<file path="src/rtl/quadrature_emitter.sv">
// Rotary-encoder emulator: turns step/press requests into quadrature A/B and push-switch waveforms.
// Latency: outputs registered; a step completes 2*STEP_PERIOD cycles after acceptance, a press lasts SW_PRESS_CYCLES.
// Backpressure: step_ready/press_ready drop while the matching FSM is busy; requests seen while busy are dropped.
module quadrature_emitter #(
    parameter int unsigned STEP_PERIOD     = 98304,
    parameter int unsigned SW_PRESS_CYCLES = 327680,
    parameter logic        SW_IDLE         = 1'b1
) (
    input  logic              clk,
    input  logic              reset,
    input  logic              step_valid,
    input  logic              step_cw,
    output logic              step_ready,
    input  logic              press_valid,
    output logic              press_ready,
    output logic              enc_A,
    output logic              enc_B,
    output logic              enc_sw,
    output logic              detent,
    output logic              step_done_stb,
    output logic signed [7:0] position
);

    localparam logic [23:0] STEP_RELOAD  = 24'(STEP_PERIOD - 1);
    localparam logic [23:0] PRESS_RELOAD = 24'(SW_PRESS_CYCLES - 1);

    typedef enum logic [1:0] {S_IDLE, S_MID, S_SETTLE} step_state_e;
    typedef enum logic       {P_REL, P_PRESS}          press_state_e;

    step_state_e  step_state_q, step_state_d;
    press_state_e press_state_q, press_state_d;

    logic [23:0] step_tmr_q, step_tmr_d;
    logic [23:0] press_tmr_q, press_tmr_d;
    logic [1:0]  code_q, code_d;        // {B,A}
    logic        dir_cw_q, dir_cw_d;
    logic [7:0]  pos_q, pos_d;
    logic        stb_q, stb_d;
    logic        detent_q, detent_d;
    logic        sw_q, sw_d;

    logic step_accept;
    logic press_accept;

    assign step_accept  = step_valid && (step_state_q == S_IDLE);
    assign press_accept = press_valid && (press_state_q == P_REL);

    // State and datapath registers for both FSMs
    always_ff @(posedge clk) begin
        if (reset) begin
            step_state_q  <= S_IDLE;
            press_state_q <= P_REL;
            step_tmr_q    <= '0;
            press_tmr_q   <= '0;
            code_q        <= 2'b00;
            dir_cw_q      <= 1'b0;
            pos_q         <= '0;
            stb_q         <= 1'b0;
            detent_q      <= 1'b0;
            sw_q          <= SW_IDLE;
        end else begin
            step_state_q  <= step_state_d;
            press_state_q <= press_state_d;
            step_tmr_q    <= step_tmr_d;
            press_tmr_q   <= press_tmr_d;
            code_q        <= code_d;
            dir_cw_q      <= dir_cw_d;
            pos_q         <= pos_d;
            stb_q         <= stb_d;
            detent_q      <= detent_d;
            sw_q          <= sw_d;
        end
    end

    // Step FSM next state: each phase ends when its timer reaches zero
    always_comb begin
        step_state_d = step_state_q;
        unique case (step_state_q)
            S_IDLE:   if (step_accept)        step_state_d = S_MID;
            S_MID:    if (step_tmr_q == '0)   step_state_d = S_SETTLE;
            S_SETTLE: if (step_tmr_q == '0)   step_state_d = S_IDLE;
            default:                          step_state_d = S_IDLE;
        endcase
    end

    // Step datapath: cw moves A first then B, ccw moves B first then A, so one line changes per edge
    always_comb begin
        code_d     = code_q;
        dir_cw_d   = dir_cw_q;
        step_tmr_d = step_tmr_q;
        pos_d      = pos_q;
        stb_d      = 1'b0;
        unique case (step_state_q)
            S_IDLE: begin
                if (step_accept) begin
                    dir_cw_d   = step_cw;
                    code_d     = step_cw ? (code_q ^ 2'b01) : (code_q ^ 2'b10);
                    step_tmr_d = STEP_RELOAD;
                end
            end
            S_MID: begin
                if (step_tmr_q == '0) begin
                    code_d     = dir_cw_q ? (code_q ^ 2'b10) : (code_q ^ 2'b01);
                    step_tmr_d = STEP_RELOAD;
                    pos_d      = dir_cw_q ? (pos_q + 8'd1) : (pos_q - 8'd1);
                end else begin
                    step_tmr_d = step_tmr_q - 24'd1;
                end
            end
            S_SETTLE: begin
                if (step_tmr_q == '0) begin
                    stb_d = 1'b1;
                end else begin
                    step_tmr_d = step_tmr_q - 24'd1;
                end
            end
            default: ;
        endcase
        detent_d = (code_d == 2'b11);
    end

    // Press FSM next state
    always_comb begin
        press_state_d = press_state_q;
        unique case (press_state_q)
            P_REL:   if (press_accept)       press_state_d = P_PRESS;
            P_PRESS: if (press_tmr_q == '0)  press_state_d = P_REL;
            default:                         press_state_d = P_REL;
        endcase
    end

    // Press datapath: switch level and hold timer
    always_comb begin
        sw_d        = sw_q;
        press_tmr_d = press_tmr_q;
        unique case (press_state_q)
            P_REL: begin
                if (press_accept) begin
                    sw_d        = ~SW_IDLE;
                    press_tmr_d = PRESS_RELOAD;
                end
            end
            P_PRESS: begin
                if (press_tmr_q == '0) begin
                    sw_d = SW_IDLE;
                end else begin
                    press_tmr_d = press_tmr_q - 24'd1;
                end
            end
            default: ;
        endcase
    end

    // Outputs: all from registers; ready flags decode state only
    always_comb begin
        step_ready    = (step_state_q == S_IDLE);
        press_ready   = (press_state_q == P_REL);
        enc_A         = code_q[0];
        enc_B         = code_q[1];
        enc_sw        = sw_q;
        detent        = detent_q;
        step_done_stb = stb_q;
        position      = pos_q;
    end

endmodule

</file>
<file path="config.mk">
export PLATFORM = sky130hd
export DESIGN_NAME = quadrature_emitter
export DESIGN_NICKNAME = d
export VERILOG_FILES = /design/src/rtl/quadrature_emitter.sv
export SDC_FILE = /design/constraint.sdc
export NUM_CORES = 1
export LEC_CHECK = 0
export ABC_CLOCK_PERIOD_IN_PS = 4980
export CORE_AREA = 2 2 99 139
export CTS_CLUSTER_DIAMETER = 120
export DETAILED_ROUTE_END_ITERATION = 8
export DIE_AREA = 0 0 101 141
export PLACE_DENSITY = 0.56
export SYNTH_ARGS = -nofsm -noshare
export SYNTH_HDL_FRONTEND = slang
export SYNTH_SLANG_ARGS = --single-unit
</file>
<file path="constraint.sdc">
create_clock -name clk -period 4.98 [get_ports clk]
set_input_delay 1.245 -clock clk [delete_from_list [all_inputs] [get_ports clk]]
set_output_delay 1.245 -clock clk [all_outputs]
set_load 0.01 [all_outputs]
</file>
# Word level (Yosys, flattened, before mapping)
# Index checks and enable logic that the tools add are counted.
[classes]
n_addsub = 4
n_eq_ne = 10
muxes = 24
n_bitwise = 4
n_reduce_logical = 13
[op_table]
columns = ["operator", "n"]
rows = [
  ["$mux W24", 5],
  ["$pmux W24 S3", 1],
  ["$logic_not A24 Y1", 2],
  ["$pmux W24 S2", 1],
  ["$sub A24 B1 Y24 const B", 2],
  ["$mux W2", 7],
  ["$add A8 B1 Y8 const B", 1],
  ["$mux W8", 1],
  ["$ne A2 B2 Y1 const B", 4],
  ["$reduce_and A2 Y1", 4],
  ["$sub A8 B1 Y8 const B", 1],
  ["$ne A2 B1 Y1 const B", 3],
  ["$pmux W2 S3", 1],
  ["$reduce_and A3 Y1", 2],
  ["$mux W1", 5],
  ["$eq A2 B2 Y1 const B", 2],
  ["$not A1 Y1", 4],
  ["$pmux W1 S2", 2],
  ["$pmux W2 S2", 1],
  ["$reduce_bool A3 Y1", 1],
  ["$eq A2 B1 Y1 const B", 1],
  ["$logic_and A1 B1 Y1", 2],
  ["$logic_not A2 Y1", 1],
  ["$reduce_or A2 Y1", 1],
]
[totals]
regBits = 65
out_inout_bits = 15

# Logic depth before layout (Yosys ltp)
# Gate-level depths: netlist of the first run.
[depth]
ltp_word = 5
mapped_depth = 9
mapped_depth_nobuf = 7

# Worst setup path before layout of the first run
# No wires, ideal clock.
[synth_path]
kind = "in2reg"
from = "input step_valid"
to = "register step_tmr_q[20]"
setup_ps = 74
t_arrival_ps = 2605
required_ps = 4906
setup_slack_ps = 2301
stages = 6
path_buffers = 1
path_cell_list = "nor2b_1 -> or4b_1 -> a211oi_1 -> clkbuf_1 -> o21ai_0 -> a31oi_1"
[synth_between]
elab_chain_len = 3
[synth_lines]
columns = ["item", "line", "rtl"]
rows = [
  ["from (decl)", "11", "input logic step_valid,"],
  ["$logic_and A1 B1 Y1", "45", "assign step_accept = step_valid && (step_state_q == S_IDLE);"],
  ["$ne A2 B1 Y1 (no line)", "-", ""],
  ["$reduce_and A3 Y1 (no line)", "-", ""],
  ["to (signal assigned)", "64", "step_tmr_q <= step_tmr_d;"],
  ["to (decl)", "33", "logic [23:0] step_tmr_q, step_tmr_d;"],
]
# No other way between the ends.
# A chain may end at the register's enable or synchronous reset.

# Worst setup path after layout of the first run
[layout_path]
from = "input step_valid"
to = "register step_tmr_q[3]"
# The elaborated chain is that of the path after synthesis.

==> reports/results.md, run 1 <==
| Metric | Value |
| --- | --- |
| Outcome | finished clean |
| Worst Setup Slack, final | 1910 ps |
| Number of standard cells in the layout, taps in and fillers out | 647 |
| Per-cell routed wire length | 14.25 um |
| Timing startpoint of the critical path | step_valid |
| Antenna violation net count after detailed routing | 0 |
| Post-placement worst setup slack | 1586 ps |
| Worst slack on hold paths | 474.5 ps |
| Compound-Gate Fraction of Synth Area | 25.21% |
| Crit Path Category | in -> reg |
| Number of antenna diodes | 0 |
| Drt first pass iters | 6 |
| Clk pin slew, worst setup/hold paths | 50 ps |
| CP max-delay cell | a31oi_1 |
| # clock sinks | 65 |
| Buffering stage count on the worst path with inverters included | 1 |
| Drt via density | 5.597 |
| Synth-to-layout area growth | 15.89% |
| Number of antenna violations at the first check in global routing | 0 |
| DIE WIDTH | 101 um |
| Register bit count reported by yosys | 65 |
| TritonCTS buffer count | 9 |
| Net switching share of the total power | 29.18% |
| Hold buffers post-CTS | 0 |
| Overflow after GRT | 0 |
| Asr flop ratio synth | 0% |
| Worst flop-to-flop path endpoint | step_tmr_q[3] |
| Total standard cell area after synthesis | 3796 sq um |
| Unrepaired setup endpoints after global routing | no |
| Wire length of the first global-routing pass | 16.15 mm |
| Part of the Yosys area used for sequential elements | 34.28% |
| Part of the power in the clock network | 41.6% |
| PortBufs | 19 |
| CP max stage delay | 660 ps |
| Reg-to-reg startpoint | step_tmr_q[10] |
| Cell breakdown of the critical path | clkdlybuf4s50_1 > nor2b_1 > or2_2 > a31oi_1 > o21ai_0 > a21oi_1 |
| Clock network latency to the later pin of the worst-skew pair | 330 ps |
| Number of hold violations in the final report | 0 |
| Setup tns final | 0 ps |
| Transition time of the tightest slew-check pin | 1083 ps |
| Resized Gates After CTS | 0 |
| Initial drt markers | 253 |
| Ratio of total power to cell area | 340.8 nW/um^2 |
| NetSw | 437.5 uW |
| Simple-gate share of the synthesized area | 27.42% |
| Final-stage net count | 504 |
| Critical path data arrival time | 3320 ps |
| Die H | 141 um |
| Worst Hold Class | reg -> reg |
| Core region area | 13140 sq um |
| CP startpoint kind | input pin |
| Per-instance average area after synthesis | 7.975 sq um |
| Fraction of final layout cells with drive strength greater than 1 | 6.721% |
| Total vias in the final route | 3621 |
| Max-Slew Margin vs Limit | 27.55% |
| IR Drop Worst-Case VDD | 181.7 uV |
| Final Max Tran Viols | 0 |
| Maximum fanout encountered on the critical timing path | 11 |
| Vias in the first global route | 3432 |
| Instance count after placement with tap cells included | 631 |
| Synthesized net count | 494 |
| Routed WL | 9.222 mm |
| Critical Path Stages | 6 |
| Initial standard-cell utilization of the core | 28.90% |
| Pin count of the biggest net entering global routing | 37 |
| Leakage | 0.001507 uW |
| Clock root cell | clkbuf_16 |
| Crit path required time | 5230 ps |
| Most common library cell in the layout ignoring fill and taps | dfxtp_1 |
| Number of distinct library cell variants in the gate-level netlist after synthesis | 61 |
| Number of enable flip-flop cells after synthesis | 0 |
| Hpwl dp | 6.519 mm |
| Total routing usage reported by global routing | 13.68% |
| Setup-failing EPs final | 0 |
| Maximum clock insertion buffer count | 2 |
| Cell family with the largest share of critical-path delay | compound AO/OA/AOI/OAI gates |
| Achievable Freq | 325.8 MHz |
| Part of the power in combinational logic | 17.7% |
| Worst setup path endpoint | step_tmr_q[3] |
| Synthesis Warnings | 0 |
| Kind of capture point of the worst setup path | flop |
| Part of the power in registers | 40.8% |
| Proportion of synthesized area in mux cells | 0.5603% |
| Number of maximum-capacitance constraint violations | 0 |
| Final period demand of the worst path | 3070 ps |
| Boundary Pins | 20 |
| Int Pwr | 1062 uW |
| Top FF cell, synth | dfxtp_1 |
| Final RePlAce weighted congestion | 0.8013 |
| Most frequent cells in the layout | dfxtp_1, a21oi_1, nor2_1, o21ai_0, nand2_1 |
| Residual DRC | 0 |
| Depth of the most critical reg-to-reg path | 5 |
| Synthesized-area fraction occupied by adder cells | 4.483% |
| Die ar. | 14240 sq um |
| Hold path startpoint | step_tmr_q[23] |
| Row count | 50 |
| Largest family of logic cells by synthesized area | simple AND/OR/NAND/NOR gates |
| Xor/xnor cell area share of the yosys netlist | 2.999% |
| Final Skew | 4.301 ps |
| Worst-case register-to-register setup slack | 2070 ps |
| Deepest level of the CTS H-tree | 3 |
| Mapped Cells | 476 |
| CTS tree | built |
| Share of the cycle needed by the critical path after routing | 61.64% |
| Postcts setup bufs | 0 |
[cell usage after synthesis, types with 5 or more instances]
master	instances	share of area [%]
a21oi_1	43	5.7
clkbuf_1	19	1.9
a31oi_1	22	3.6
nand2b_1	7	1.2
o21ai_0	33	4.4
o41ai_1	5	1.2
dfxtp_1	65	34
nand3_1	15	2.0
nor2_1	36	3.6
inv_1	25	2.5
a211oi_1	7	1.4
or3_1	8	1.3
or4_1	12	2.4
xor2_1	9	2.1
nor4_1	11	1.8
nor4b_1	5	1.2
o31ai_1	8	1.6
ha_1	12	4.0
nor3_1	26	3.4
nand2_1	30	3.0
o211ai_1	10	2.0
[kinds of logic after synthesis]
logic type                 after synthesis
adders and majority gates               13
and+or+nand+nor                        182
xor gates and xnor gates                13
buffers and inverters                   48
DFF                                     65
AOI/OAI and AO/OA                      153
muxes                                    2
[state kept, by name, indices dropped and copies added (netlist names)]
signal / count
detent: 1
position: 8
step_tmr_q: 24
code_q: 2
dir_cw_q: 1
step_state_q: 2
enc_sw: 1
press_state_q: 1
press_tmr_q: 24
step_done_stb: 1
[final cells by class]
type	instances	area, sq um
multi-input combinational	363	2303
tap	156	195.2
sequential	65	1301
fill	1353	8738
inverter	25	93.84
timing repair buffer	22	207.7
clock buffer	11	242.7
clock inverter	5	55.05
[worst min-delay path by stage]
stage | end | slack [ps] | cells past startpoint
6_report | step_tmr_q[23] | 470 | 1
5_1_grt | step_tmr_q[23] | 490 | 1
2_1_floorplan | step_tmr_q[23] | 440 | 1
3_5_place_dp | step_tmr_q[23] | 470 | 1
3_3_place_gp | step_tmr_q[23] | 460 | 1
4_1_cts | step_tmr_q[23] | 480 | 1
[power groups by stage]
| stage | Clock, uW | Combinational [uW] | Sequential (uW) |
|---|---|---|---|
| 5_1_grt | 670 | 301 | 618 |
| 3_3_place_gp | 0 | 262 | 619 |
| 6_report | 623 | 265 | 611 |
| 2_1_floorplan | 0 | 214 | 605 |
| 4_1_cts | 639 | 267 | 610 |
| 3_5_place_dp | 0 | 266 | 620 |
[through the flow]
stage | total power [uW] | area [sq um] | util (%)
2_1_floorplan | 818.8 | 3796 | -
3_5_place_dp | 886.3 | 4101 | 31.22
3_3_place_gp | 880.3 | 4101 | 31.22
5_1_grt | 1589 | 4399 | 33.49
4_1_cts | 1516 | 4399 | 33.49
6_report | 1499 | 4399 | 33.49
[per-layer routing]
| metal | up-vias | GRT usage [%] | routed length (um) |
|---|---|---|---|
| li1 | 1830 | - | - |
| met1 | 1728 | 17.19 | 4157 |
| met2 | 50 | 23.19 | 4669 |
| met3 | 13 | 2.033 | 228 |
| met4 | 0 | 5.548 | 167 |
| met5 | - | 0 | 0 |
Power figures use the tool's default switching activity.
==> inputs of run 2 (changes only) <==
--- a/config.mk
+++ b/config.mk
@@ -5,12 +5,12 @@
 export SDC_FILE = /design/constraint.sdc
 export NUM_CORES = 1
 export LEC_CHECK = 0
-export ABC_CLOCK_PERIOD_IN_PS = 4980
+export ABC_CLOCK_PERIOD_IN_PS = 2800
 export CORE_AREA = 2 2 99 139
 export CTS_CLUSTER_DIAMETER = 120
 export DETAILED_ROUTE_END_ITERATION = 8
 export DIE_AREA = 0 0 101 141
-export PLACE_DENSITY = 0.56
+export PLACE_DENSITY = 0.57
 export SYNTH_ARGS = -nofsm -noshare
 export SYNTH_HDL_FRONTEND = slang
 export SYNTH_SLANG_ARGS = --single-unit
==> constraint.sdc (replaced) <==
create_clock -name clk -period 2.8 [get_ports clk]
set_input_delay 0.7 -clock clk [delete_from_list [all_inputs] [get_ports clk]]
set_output_delay 0.7 -clock clk [all_outputs]
set_load 0.01 [all_outputs]
==> run 2 against run 1 <==
Net effect:
- critical path depth down 1
- critical path type is now reg -> reg
- clock skew up 1.4 ps
- register-to-register slack worse by 1700 ps
- sequential cell count unchanged
- die area unchanged
- combinational power up 90%
- utilization up 0.99 points
- sequential power up 77%
- first-iteration DRC count down 30%
==> reports/results.md, run 2 (synthesized netlist as in run 1, its figures left out) <==
| Metric | Value | vs previous |
| --- | --- | --- |
| Hold buffers post-CTS | 0 | unchanged |
| IR Drop Worst-Case VDD | 271.9 uV | was 181.7 uV |
| Worst slack on hold paths | 481.1 ps | was 474.5 ps |
| Boundary Pins | 20 | unchanged |
| Outcome | finished clean | unchanged |
| Synth-to-layout area growth | 19.31% | was 15.89% |
| Max-Slew Margin vs Limit | 36.87% | was 27.55% |
| Initial drt markers | 178 | was 253 |
| Final period demand of the worst path | 2406 ps |  |
| Pin count of the biggest net entering global routing | 40 | was 37 |
| Fill count | 1356 | was 1353 |
| Number of standard cells in the layout, taps in and fillers out | 658 | was 647 |
| Number of antenna violations at the first check in global routing | 0 | unchanged |
| Die ar. | 14240 sq um | unchanged |
| Total vias in the final route | 3711 | was 3621 |
| Drt first pass iters | 5 | was 6 |
| Final-stage net count | 515 | was 504 |
| Share of the cycle needed by the critical path after routing | 85.93% |  |
| Resized Gates After CTS | 0 | unchanged |
| Vias in the first global route | 3621 | was 3432 |
| Maximum fanout encountered on the critical timing path | 11 | unchanged |
| DIE WIDTH | 101 um | unchanged |
| Row count | 50 | unchanged |
| Number of maximum-capacitance constraint violations | 0 | unchanged |
| Per-cell routed wire length | 14.95 um | was 14.25 um |
| Setup-failing EPs final | 0 | unchanged |
| Residual DRC | 0 | unchanged |
| Clk pin slew, worst setup/hold paths | 50 ps | about the same |
| Core region area | 13140 sq um | unchanged |
| Final Max Tran Viols | 0 | unchanged |
| Wire length of the first global-routing pass | 17.06 mm | was 16.15 mm |
| Final Power | 2882 uW | was 1499 uW |
| Final Core Density | 34.48% | was 33.49% |
| Fraction of final layout cells with drive strength greater than 1 | 8.765% | was 6.721% |
| Most frequent cells in the layout | dfxtp_1, a21oi_1, nor2_1, o21ai_0, nand2_1 | unchanged |
| TritonCTS buffer count | 9 | unchanged |
| Instance count after placement with tap cells included | 642 | was 631 |
| Leakage | 0.001584 uW | was 0.001507 uW |
| Final Skew | 5.726 ps | was 4.301 ps |
| Unrepaired setup endpoints after global routing | no | unchanged |
| Overflow after GRT | 0 | unchanged |
| Clock network latency to the later pin of the worst-skew pair | 330 ps | about the same |
| Crit path required time | 3000 ps | was 5230 ps |
| Maximum clock insertion buffer count | 2 | unchanged |
| # clock sinks | 65 | unchanged |
| Transition time of the tightest slew-check pin | 944.1 ps | was 1083 ps |
| Die H | 141 um | unchanged |
| Critical path data arrival time | 2610 ps | was 3320 ps |
| Routed WL | 9.835 mm | was 9.222 mm |
| Ratio of total power to cell area | 636.3 nW/um^2 | was 340.8 nW/um^2 |
| Most common library cell in the layout ignoring fill and taps | dfxtp_1 | unchanged |
| Kind of capture point of the worst setup path | flop | unchanged |
| Drt via density | 5.640 | was 5.597 |
| Crit Path Category | reg -> reg | was in -> reg |
| Setup tns final | 0 ps | unchanged |
| Worst Hold Class | reg -> reg | unchanged |
| Total area of sequential cells | 1301 sq um | unchanged |
| Hpwl dp | 6.859 mm | was 6.519 mm |
| Total routing usage reported by global routing | 14.64% | was 13.68% |
| Number of hold violations in the final report | 0 | unchanged |
| Achievable Freq | 415.6 MHz |  |
| Number of antenna diodes | 0 | unchanged |
| Deepest level of the CTS H-tree | 3 | unchanged |
| Final RePlAce weighted congestion | 0.8114 | was 0.8013 |
| Antenna violation net count after detailed routing | 0 | unchanged |
| Combined area of the multi-input logic cells | 2303 sq um | unchanged |
| PortBufs | 19 | unchanged |
| CTS tree | built | unchanged |
| Postcts setup bufs | 0 | unchanged |
| Clock root cell | clkbuf_16 | unchanged |
| Initial standard-cell utilization of the core | 28.90% | unchanged |
| CP startpoint kind | flop | was input pin |
-- run 2: cell count changes in the layout (fill, tap and decap cells not counted), sizes merged --
cell / delta
buf: +11
bufinv: +2
clkinv: -1
clkinvlp: -1
-- run 2: worst max-delay path, stage by stage (launching register included) --
cell     delay [ps]
dfxtp_1         350
nor4_1          600
nand3_1         480
o31ai_2         590
or4_1           200
a21oi_1          70
-- run 2: final cells by class --
cell class,instances,area share [%]
inverter,25,2.072
clock inverter,5,2.265
tap,156,4.309
clock buffer,11,5.359
sequential,65,28.73
multi-input combinational,363,50.86
timing repair buffer,33,6.409
-- run 2: worst paths after layout --
path                                 startpoint         endpoint  cells past startpoint  slack (ps)
worst max-delay path            press_tmr_q[19]  press_tmr_q[17]                      5         390
worst min-delay path             step_tmr_q[23]   step_tmr_q[23]                      1         480
worst max register to register  press_tmr_q[19]  press_tmr_q[17]                      5         390
worst min register to register   step_tmr_q[23]   step_tmr_q[23]                      1         480
-- run 2: power breakdown --
group / total [uW] / switching (uW) / leakage [uW] / internal [uW]
combinational: 504 / 304 / 0.000884 / 200
sequential: 1080 / 85.8 / 0.000535 / 995
clock: 1300 / 405 / 0.000166 / 892
-- run 2: routing by layer --
layer	part of all wire [%]	track usage, %	vias to the layer above
li1	-	-	1846
met2	50	24.77	87
met4	2.7	7.752	0
met3	3.7	2.330	17
met1	44	17.56	1761
met5	0	0	-
-- run 2: per-stage QoR --
step | area [sq um] | worst slack [ps]
6_report | 4529 | 394.0
5_1_grt | 4529 | 130.3
4_1_cts | 4529 | 407.5
3_5_place_dp | 4184 | 268.0
3_3_place_gp | 4184 | 264.8
2_1_floorplan | 3796 | 524.4
==> inputs of run 3 (changes only) <==
--- a/config.mk
+++ b/config.mk
@@ -10,7 +10,7 @@
 export CTS_CLUSTER_DIAMETER = 120
 export DETAILED_ROUTE_END_ITERATION = 8
 export DIE_AREA = 0 0 101 141
-export PLACE_DENSITY = 0.57
+export PLACE_DENSITY = 0.51
 export SYNTH_ARGS = -nofsm -noshare
 export SYNTH_HDL_FRONTEND = slang
 export SYNTH_SLANG_ARGS = --single-unit
==> run 3 against run 2 <==
Net effect:
- global-route usage is 0.39 points higher
- sequential share of layout area is 0.22 points higher
- non-clock buffer count is 2 higher
- routed wire length is 3.4% higher
- design area is 0.75% lower
- worst setup slack worse by 45 ps
- sequential cell count stayed put
- power is 5.7% lower
- maximum frequency is 1.8% lower
- largest power group unchanged
==> reports/results.md, run 3 (synthesized netlist as in run 1, its figures left out) <==
| Metric | Value | vs previous |
| --- | --- | --- |
| Final RePlAce weighted congestion | 0.7999 | was 0.8114 |
| Transition time of the tightest slew-check pin | 1025 ps | was 944.1 ps |
| Most common library cell in the layout ignoring fill and taps | dfxtp_1 | unchanged |
| Final period demand of the worst path | 2451 ps | was 2406 ps |
| Worst flop-to-flop path endpoint | step_tmr_q[18] | was press_tmr_q[17] |
| Clock network latency to the later pin of the worst-skew pair | 340 ps | was 330 ps |
| Worst-case register-to-register setup slack | 400 ps | was 390 ps |
| Final Max Tran Viols | 0 | unchanged |
| Critical path data arrival time | 1750 ps | was 2610 ps |
| Kind of capture point of the worst setup path | output port | was flop |
| # clock sinks | 65 | unchanged |
| Postcts setup bufs | 0 | unchanged |
| Row count | 50 | unchanged |
| Initial standard-cell utilization of the core | 28.90% | unchanged |
| Ratio of total power to cell area | 604.2 nW/um^2 | was 636.3 nW/um^2 |
| Vias in the first global route | 3424 | was 3621 |
| Fraction of final layout cells with drive strength greater than 1 | 9.325% | was 8.765% |
| Residual DRC | 0 | unchanged |
| Pin count of the biggest net entering global routing | 51 | was 40 |
| Resized Gates After CTS | 0 | unchanged |
| Instance count after placement with tap cells included | 644 | was 642 |
| Most frequent cells in the layout | dfxtp_1, a21oi_1, nor2_1, o21ai_0, nand2_1 | unchanged |
| Reg-to-reg startpoint | step_tmr_q[10] | was press_tmr_q[19] |
| Die H | 141 um | unchanged |
| Setup tns final | 0 ps | unchanged |
| Drt via density | 5.624 | was 5.640 |
| CTS tree | built | unchanged |
| Final Skew | 9.676 ps | was 5.726 ps |
| Share of the cycle needed by the critical path after routing | 87.52% | was 85.93% |
| Clock root cell | clkbuf_16 | unchanged |
| Depth of the most critical reg-to-reg path | 5 | unchanged |
| DIE WIDTH | 101 um | unchanged |
| Antenna violation net count after detailed routing | 0 | unchanged |
| Clk pin slew, worst setup/hold paths | 60 ps | was 50 ps |
| IR Drop Worst-Case VDD | 212.7 uV | was 271.9 uV |
| Setup-failing EPs final | 0 | unchanged |
| Worst Hold Class | reg -> reg | unchanged |
| Routed WL | 10.17 mm | was 9.835 mm |
| Boundary Pins | 20 | unchanged |
| Crit Path Category | reg -> out | was reg -> reg |
| Total vias in the final route | 3712 | was 3711 |
| Number of hold violations in the final report | 0 | unchanged |
| CP startpoint kind | flop | unchanged |
| Hpwl dp | 7.098 mm | was 6.859 mm |
| Maximum clock insertion buffer count | 2 | unchanged |
| PortBufs | 19 | unchanged |
| Drt first pass iters | 6 | was 5 |
| Synth-to-layout area growth | 18.42% | was 19.31% |
| Max-Slew Margin vs Limit | 31.47% | was 36.87% |
| TritonCTS buffer count | 9 | unchanged |
| Hold buffers post-CTS | 0 | unchanged |
| Number of antenna violations at the first check in global routing | 0 | unchanged |
| Hold path startpoint | step_tmr_q[23] | unchanged |
| Unrepaired setup endpoints after global routing | no | unchanged |
| Achievable Freq | 408.1 MHz | was 415.6 MHz |
| Die ar. | 14240 sq um | unchanged |
| Leakage | 0.001565 uW | was 0.001584 uW |
| Number of maximum-capacitance constraint violations | 0 | unchanged |
| Number of antenna diodes | 0 | unchanged |
| Per-cell routed wire length | 15.41 um | was 14.95 um |
| Outcome | finished clean | unchanged |
| Deepest level of the CTS H-tree | 3 | unchanged |
| Core region area | 13140 sq um | unchanged |
| Wire length of the first global-routing pass | 17.18 mm | was 17.06 mm |
| Number of standard cells in the layout, taps in and fillers out | 660 | was 658 |
| Initial drt markers | 189 | was 178 |
| Maximum fanout encountered on the critical timing path | 8 | was 11 |
| Fill count | 1364 | was 1356 |
| Final-stage net count | 517 | was 515 |
| Crit path required time | 2100 ps | was 3000 ps |
| Total routing usage reported by global routing | 15.03% | was 14.64% |
| Timing startpoint of the critical path | step_state_q[0] | was press_tmr_q[19] |
| Overflow after GRT | 0 | unchanged |
| Worst setup path endpoint | step_ready | was press_tmr_q[17] |
[run 3: worst min-delay path by stage]
| stage | end | slack [ps] | cells after the start |
|---|---|---|---|
| after floorplan | step_tmr_q[23] | 440 | 1 |
| after global placement | step_tmr_q[23] | 450 | 1 |
| after detailed placement | step_tmr_q[9] | 470 | 2 |
| after CTS | step_tmr_q[9] | 480 | 2 |
| after global routing | step_tmr_q[23] | 500 | 1 |
| final | step_tmr_q[23] | 480 | 1 |
[run 3: worst max-delay path, stage by stage (launching register included)]
cell	delay, ps
dfxtp_1	340
inv_1	100
ha_1	360
clkdlybuf4s50_1	620
[run 3: cell type report]
type | count | area, sq um | area share [%]
Inverter | 25 | 93.84 | 2.087
Multi-Input combinational cell | 363 | 2303 | 51.24
Sequential cell | 65 | 1301 | 28.95
Tap cell | 156 | 195.2 | 4.342
Clock inverter | 7 | 71.32 | 1.586
Timing Repair Buffer | 35 | 305.3 | 6.791
Clock buffer | 9 | 225.2 | 5.010
[run 3: per-stage QoR]
step	setup WS, ps	hold slack (ps)	utilization, %	total power (uW)	area (sq um)
after CTS	330.6	479.8	34.22	2745	4496
after global placement	259.5	451.5	31.96	1597	4199
final	349.4	477.0	34.22	2716	4496
after global routing	234.5	501.6	34.22	2863	4496
after detailed placement	238.4	467.0	31.96	1610	4199
after floorplan	524.4	438.9	-	1456	3796
[run 3: power by group]
group / switching, uW / total (uW) / internal (uW)
Clock: 439 / 1130 / 687
Sequential: 84.5 / 1080 / 995
Combinational: 309 / 512 / 203
Total: 832 / 2720 / 1880
[run 3: per-layer routing]
metal	global-route usage (%)	vias to the layer above	wire (um)
met5	0	-	0
met4	6.472	0	221
met3	3.024	15	305
met2	25.68	66	5213
met1	18.07	1785	4432
li1	-	1846	-
